`config.mk`:
```
export PLATFORM = sky130hd
export DESIGN_NAME = rob_commit
export DESIGN_NICKNAME = d
export VERILOG_FILES = /design/src/rtl/rob_pkg.sv /design/src/rtl/rob_fwd_search.sv /design/src/rtl/rob_commit.sv
export SDC_FILE = /design/constraint.sdc
export NUM_CORES = 1
export LEC_CHECK = 0
export BUFFER_PORTS_ARGS = -buffer_cell sky130_fd_sc_hd__buf_2
export CAP_MARGIN = 5
export CORE_ASPECT_RATIO = 1.5
export CORE_MARGIN = 4
export CORE_UTILIZATION = 45
export DETAILED_ROUTE_END_ITERATION = 16
export GPL_TIMING_DRIVEN = 1
export PLACE_DENSITY = 0.67
export SLEW_MARGIN = 15
export SYNTH_ARGS = -nofsm -noshare
export SYNTH_HDL_FRONTEND = slang
export SYNTH_HIERARCHICAL = 1
export SYNTH_SLANG_ARGS = --single-unit
```
`constraint.sdc`:
```
create_clock -name clk -period 8.9 [get_ports clk]
set_input_delay 0.89 -clock clk [delete_from_list [all_inputs] [get_ports clk]]
set_output_delay 0.89 -clock clk [all_outputs]
set_load 0.05 [all_outputs]
```
`src/rtl/rob_pkg.sv`:
```
// Shared types and default sizes for the reorder buffer / commit stage.
package rob_pkg;

   localparam int XLEN_DEF      = 32;
   localparam int ROB_DEPTH_DEF = 8;
   localparam int ROB_TAG_W_DEF = $clog2(ROB_DEPTH_DEF);

   // Tag naming one ROB slot at the default depth.
   typedef logic [ROB_TAG_W_DEF-1:0] rob_tag_t;

   // One ROB slot at the default data width.
   typedef struct packed {
      logic                valid;
      logic                ready;
      logic [4:0]          rd;
      logic [XLEN_DEF-1:0] data;
   } rob_entry_t;

endpackage

```
`src/rtl/rob_fwd_search.sv`:
```
// Operand-forwarding search over the ROB entries (built only with ROB_FWD_EN).
// Scans from head (oldest) to tail-1 (newest); the last match seen wins,
// so the newest producer of the requested register is reported.
`ifdef ROB_FWD_EN
module rob_fwd_search
   import rob_pkg::*;
#(
   parameter int XLEN  = XLEN_DEF,
   parameter int DEPTH = ROB_DEPTH_DEF,
   parameter int TAG_W = $clog2(DEPTH)
) (
   input  logic [DEPTH-1:0]           valid_i,
   input  logic [DEPTH-1:0]           ready_i,
   input  logic [DEPTH-1:0][4:0]      rd_i,
   input  logic [DEPTH-1:0][XLEN-1:0] data_i,
   input  logic [TAG_W:0]             head_i,
   input  logic [TAG_W:0]             tail_i,
   input  logic [4:0]                 rs_i,
   output logic                       hit_o,
   output logic                       pending_o,
   output logic [XLEN-1:0]            data_o
);

   logic [TAG_W:0]   cnt;
   logic [TAG_W-1:0] idx;

   // Age-ordered scan; later (younger) matches overwrite earlier ones.
   always_comb begin
      hit_o     = 1'b0;
      pending_o = 1'b0;
      data_o    = '0;
      idx       = '0;
      cnt       = tail_i - head_i;
      for (int i = 0; i < DEPTH; i++) begin
         idx = head_i[TAG_W-1:0] + TAG_W'(i);
         if (((TAG_W+1)'(i) < cnt) && valid_i[idx] &&
             (rd_i[idx] == rs_i) && (rs_i != 5'd0)) begin
            hit_o     = 1'b1;
            pending_o = !ready_i[idx];
            data_o    = data_i[idx];
         end
      end
   end

endmodule
`endif

```
`src/rtl/rob_commit.sv`:
```
// In-order reorder buffer and commit stage feeding the integer register file.
// Entries are allocated at the tail in program order, completed out of order
// from a single result bus, and retired one per cycle from the head through a
// registered write port. Optional operand forwarding is enabled by ROB_FWD_EN.
module rob_commit
   import rob_pkg::*;
#(
   parameter int XLEN  = XLEN_DEF,
   parameter int DEPTH = ROB_DEPTH_DEF,
   parameter int TAG_W = $clog2(DEPTH)
) (
   input  logic             clk,
   input  logic             reset,
   input  logic             alloc_valid,
   input  logic [4:0]       alloc_rd,
   output logic             alloc_ready,
   output logic [TAG_W-1:0] alloc_tag,
   input  logic             cdb_valid,
   input  logic [TAG_W-1:0] cdb_tag,
   input  logic [XLEN-1:0]  cdb_data,
   input  logic             flush,
`ifdef ROB_FWD_EN
   input  logic [4:0]       fwd_rs,
   output logic             fwd_hit,
   output logic             fwd_pending,
   output logic [XLEN-1:0]  fwd_data,
`endif
   output logic             commit_we,
   output logic [4:0]       commit_wa,
   output logic [XLEN-1:0]  commit_wd,
   output logic             empty,
   output logic             full
);

   localparam logic [TAG_W:0] PTR_ONE = {{TAG_W{1'b0}}, 1'b1};

   // Pointers carry an extra wrap bit so full and empty are distinguishable.
   logic [TAG_W:0]   head_q, head_d;
   logic [TAG_W:0]   tail_q, tail_d;
   logic [TAG_W-1:0] head_idx, tail_idx;

   // Entry storage.
   logic [DEPTH-1:0]           valid_q;
   logic [DEPTH-1:0]           ready_q;
   logic [DEPTH-1:0][4:0]      rd_q;
   logic [DEPTH-1:0][XLEN-1:0] data_q;

   // Registered register-file write port.
   logic            commit_we_q, commit_we_d;
   logic [4:0]      commit_wa_q, commit_wa_d;
   logic [XLEN-1:0] commit_wd_q, commit_wd_d;

   logic alloc_fire, cdb_fire, commit_fire;
   logic empty_w, full_w;

   assign head_idx = head_q[TAG_W-1:0];
   assign tail_idx = tail_q[TAG_W-1:0];

   assign empty_w = (head_q == tail_q);
   assign full_w  = (head_idx == tail_idx) && (head_q[TAG_W] != tail_q[TAG_W]);

   // Flush wins over every other event in the same cycle. Commit looks only at
   // registered ready, so a result arriving for the head retires a cycle later,
   // and a slot freed by a commit is not reusable until the following cycle.
   assign alloc_fire  = alloc_valid && !full_w && !flush;
   assign cdb_fire    = cdb_valid && valid_q[cdb_tag] && !flush;
   assign commit_fire = valid_q[head_idx] && ready_q[head_idx] && !flush;

   // Next-state for pointers and the commit write port.
   always_comb begin
      head_d      = head_q;
      tail_d      = tail_q;
      commit_we_d = 1'b0;
      commit_wa_d = commit_wa_q;
      commit_wd_d = commit_wd_q;
      if (alloc_fire) begin
         tail_d = tail_q + PTR_ONE;
      end
      if (commit_fire) begin
         head_d      = head_q + PTR_ONE;
         commit_we_d = (rd_q[head_idx] != 5'd0);
         commit_wa_d = rd_q[head_idx];
         commit_wd_d = data_q[head_idx];
      end
   end

   // Pointer registers; reset and flush both rewind to slot 0.
   always_ff @(posedge clk) begin
      if (reset || flush) begin
         head_q <= '0;
         tail_q <= '0;
      end else begin
         head_q <= head_d;
         tail_q <= tail_d;
      end
   end

   // Valid bits: set on allocate, cleared on commit, wiped on reset/flush.
   always_ff @(posedge clk) begin
      if (reset || flush) begin
         valid_q <= '0;
      end else begin
         if (alloc_fire) begin
            valid_q[tail_idx] <= 1'b1;
         end
         if (commit_fire) begin
            valid_q[head_idx] <= 1'b0;
         end
      end
   end

   // Entry payload; meaningful only while the slot's valid bit is set.
   always_ff @(posedge clk) begin
      if (alloc_fire) begin
         ready_q[tail_idx] <= 1'b0;
         rd_q[tail_idx]    <= alloc_rd;
      end
      if (cdb_fire) begin
         ready_q[cdb_tag] <= 1'b1;
         data_q[cdb_tag]  <= cdb_data;
      end
   end

   // Commit port; flush only drops the enable, reset also clears address/data.
   always_ff @(posedge clk) begin
      if (reset) begin
         commit_we_q <= 1'b0;
         commit_wa_q <= '0;
         commit_wd_q <= '0;
      end else if (flush) begin
         commit_we_q <= 1'b0;
      end else begin
         commit_we_q <= commit_we_d;
         commit_wa_q <= commit_wa_d;
         commit_wd_q <= commit_wd_d;
      end
   end

   assign alloc_ready = !full_w;
   assign alloc_tag   = tail_idx;
   assign empty       = empty_w;
   assign full        = full_w;
   assign commit_we   = commit_we_q;
   assign commit_wa   = commit_wa_q;
   assign commit_wd   = commit_wd_q;

`ifdef ROB_FWD_EN
   rob_fwd_search #(
      .XLEN  (XLEN),
      .DEPTH (DEPTH),
      .TAG_W (TAG_W)
   ) u_fwd (
      .valid_i   (valid_q),
      .ready_i   (ready_q),
      .rd_i      (rd_q),
      .data_i    (data_q),
      .head_i    (head_q),
      .tail_i    (tail_q),
      .rs_i      (fwd_rs),
      .hit_o     (fwd_hit),
      .pending_o (fwd_pending),
      .data_o    (fwd_data)
   );
`endif

endmodule

```
==> flow_summary.json <==
{
  "status": "finished, final reports clean",
  "die_x_um": 151.5,
  "layout_common_cells": "edfxtp_1 (296), buf_2 (88), mux4_2 (74)",
  "grt_pass1_vias": 7436,
  "grt_start_max_net_pins": 74,
  "p_int_mw": 2.681,
  "fmax_mhz": 274.0,
  "htreeDepth": 1,
  "clock_latency_ns": 0.56,
  "p_sw_share_pct": 18.78,
  "crit_start": "head_q[1]$_SDFFE_PP0P_",
  "port_buffers": 88,
  "crit_fanout": 51,
  "rr_endpoint": "commit_wd[21]$_SDFFE_PP0P_",
  "cts.clk_slew.worst_paths_ns": 0.07,
  "wl_met1_um": 11320,
  "setup_viol": 0,
  "fin_hold_ws_ns": 0.4608,
  "io_pins": 89,
  "row_count": 78,
  "maxSlewHeadroom_pct": 27.75,
  "wl_met2_um": 15090,
  "cts_sinks": 358,
  "firstDrtPassIters": 5,
  "syn_to_final_growth_pct": 13.84,
  "reg2reg_slack_ns": 5.25,
  "slew_viol_final": 0,
  "synth_edf_count": 296,
  "hold_viol": 0,
  "utilization_pct": 52.11,
  "drive_above_1_share_pct": 30.37,
  "final_area_um2": 15820,
  "worstSetupPathType": "flop to flop",
  "power.density_nw_per_um2": 208.6,
  "drv_cap": 0,
  "post_dp_cell_area_um2": 14680,
  "avgSynthCellArea_um2": 18.90,
  "cp-start-kind": "flop",
  "setup_slack_ns": 5.250,
  "grt_pass1_wl_um": 43990,
  "cts_setup_buffers": 0,
  "cts-buffers-inserted": 31,
  "final_common_cell": "edfxtp_1",
  "synth_seq_area_share_pct": 72.90,
  "post-place-cells": 1185,
  "cts_tree": "done",
  "ys_async_sr_fraction_pct": 0,
  "fin_nets": 867,
  "start_util_pct": 45.78,
  "crit_required_ns": 9.30,
  "synthCells": 735,
  "nFillCells": 2384,
  "cts_resized": 0,
  "seq_area_um2": 10140,
  "peakVddDrop_mv": 0.1419,
  "final_cell_count_no_fill": 1243,
  "die-area_um2": 33810,
  "power_leakage_nw": 5.308,
  "diodes": 0,
  "via_per_inst": 5.763,
  "drt-wirelength-per-cell_um": 22.93,
  "ant_nets": 0,
  "ctsHoldBuffers": 0,
  "min_from": "ready_q[1]$_DFF_P_",
  "p_total_mw": 3.300,
  "synth_ff_type": "edfxtp_1",
  "synth_nets": 782,
  "fin_setup_tns_ns": 0,
  "cts_max_path_buffers": 3,
  "drt_iter0_drc": 491,
  "combPwrFrac_pct": 1.7,
  "dp_hpwl_um": 16640,
  "place.gp.congestion": 0.7926,
  "clock-root-buffer": "clkbuf_16",
  "multiInputGateArea_um2": 3428,
  "worstMarginPinSlew_ns": 1.084,
  "yosysWarnings": 6,
  "clock_skew_ns": 0.01340,
  "synth-seq-cells": 358,
  "ys_types": 59,
  "cp-end-kind": "flop",
  "gr-total-overflow": 0,
  "period_minus_slack_ns": 3.650,
  "dr.max_layer_used": "met5",
  "switchingPower_mw": 0.6197,
  "routed_wl_um": 28510,
  "post-route-period-util_pct": 41.01,
  "netlist_area_um2": 13890,
  "core_area_um2": 30350,
  "reg2reg_from": "head_q[1]$_SDFFE_PP0P_",
  "p_seq_share_pct": 55.0,
  "rsz0062_at_grt": "false",
  "p_clk_share_pct": 43.3,
  "met3_length_um": 1616,
  "rr_worst_depth": 7,
  "dp_slack_ns": 5.156,
  "drc": 0,
  "vias": 7164,
  "die_height_um": 223.2,
  "crit_path_end": "commit_wd[21]$_SDFFE_PP0P_",
  "hp-class": "flop to flop",
  "grt_use_total_pct": 17.05,
  "antenna_found_initial": 1,
  "arrival_ns": 4.05
}
==> layer usage <==
layer,global-route usage (%),vias to the layer above
met5,0,-
met4,4.684,2
met3,2.398,36
met2,29.38,201
met1,22.60,3743
li1,-,3182
==> state kept, by name, indices dropped and copies added, names as in the netlist <==
register / cells
data_q: 256
rd_q: 40
commit_wd: 32
ready_q: 8
valid_q: 8
commit_wa: 5
head_q: 4
tail_q: 4
commit_we: 1
==> area by class of cell <==
| type | instances | share of cell area (%) |
|---|---|---|
| flip-flops and latches | 358 | 64.09 |
| multi-input cells | 309 | 21.67 |
| clock buffers | 39 | 5.157 |
| repair buffers | 106 | 3.844 |
| well taps | 400 | 3.164 |
| clock inverters | 17 | 1.724 |
| inverters | 14 | 0.3480 |
==> cell usage after synthesis (7+ instances only) <==
| cell type | n | area, um^2 |
|---|---|---|
| dfxtp_1 | 62 | 1241 |
| nand2_1 | 16 | 60.06 |
| o21ai_0 | 7 | 35.03 |
| buf_4 | 14 | 105.1 |
| a211oi_1 | 38 | 285.3 |
| mux2i_1 | 38 | 380.4 |
| edfxtp_1 | 296 | 8889 |
| a31oi_1 | 43 | 269.0 |
| buf_6 | 7 | 78.83 |
| nand3_1 | 10 | 50.05 |
| clkbuf_1 | 12 | 45.04 |
| inv_1 | 13 | 48.80 |
| mux4_2 | 74 | 1667 |
| nor2_1 | 15 | 56.30 |
| buf_2 | 20 | 100.1 |
==> worst min-delay path by stage <==
stage,slack [ns],end,depth (start not counted)
after floorplan,0.43,ready_q[3]$_DFF_P_,2
after global placement,0.44,ready_q[3]$_DFF_P_,2
after detailed placement,0.45,ready_q[1]$_DFF_P_,2
after CTS,0.46,ready_q[1]$_DFF_P_,2
after global routing,0.49,ready_q[2]$_DFF_P_,2
final,0.46,ready_q[1]$_DFF_P_,2
==> power by group through the flow <==
stage	sequential [mW]	combinational, mW	clock, mW
floorplan	1.85	0.0202	0
global placement	1.85	0.0532	0
detailed placement	1.85	0.0555	0
CTS	1.82	0.0557	1.46
global route	1.82	0.0607	1.53
finish	1.82	0.0554	1.43
==> worst max-delay path, cell delays in order (launching register included) <==
cell and delay (ns):
dfxtp_4 0.79, buf_4 0.87, nor2b_1 0.13, a32oi_1 0.26
nand3_1 0.22, nor3_4 0.55, buf_4 0.44, a211oi_1 0.13
==> logic make-up after synthesis <==
logic type	count (synthesis)	share of synthesized area, %
DFF	358	72.90
AOI/OAI and AO/OA	116	6.024
muxes	113	14.81
and+or+nand+nor	71	2.846
buffers and inverters	68	2.792
xor gates and xnor gates	7	0.4413
adders and majority gates	2	0.1801
Power figures use the tool's default switching activity.
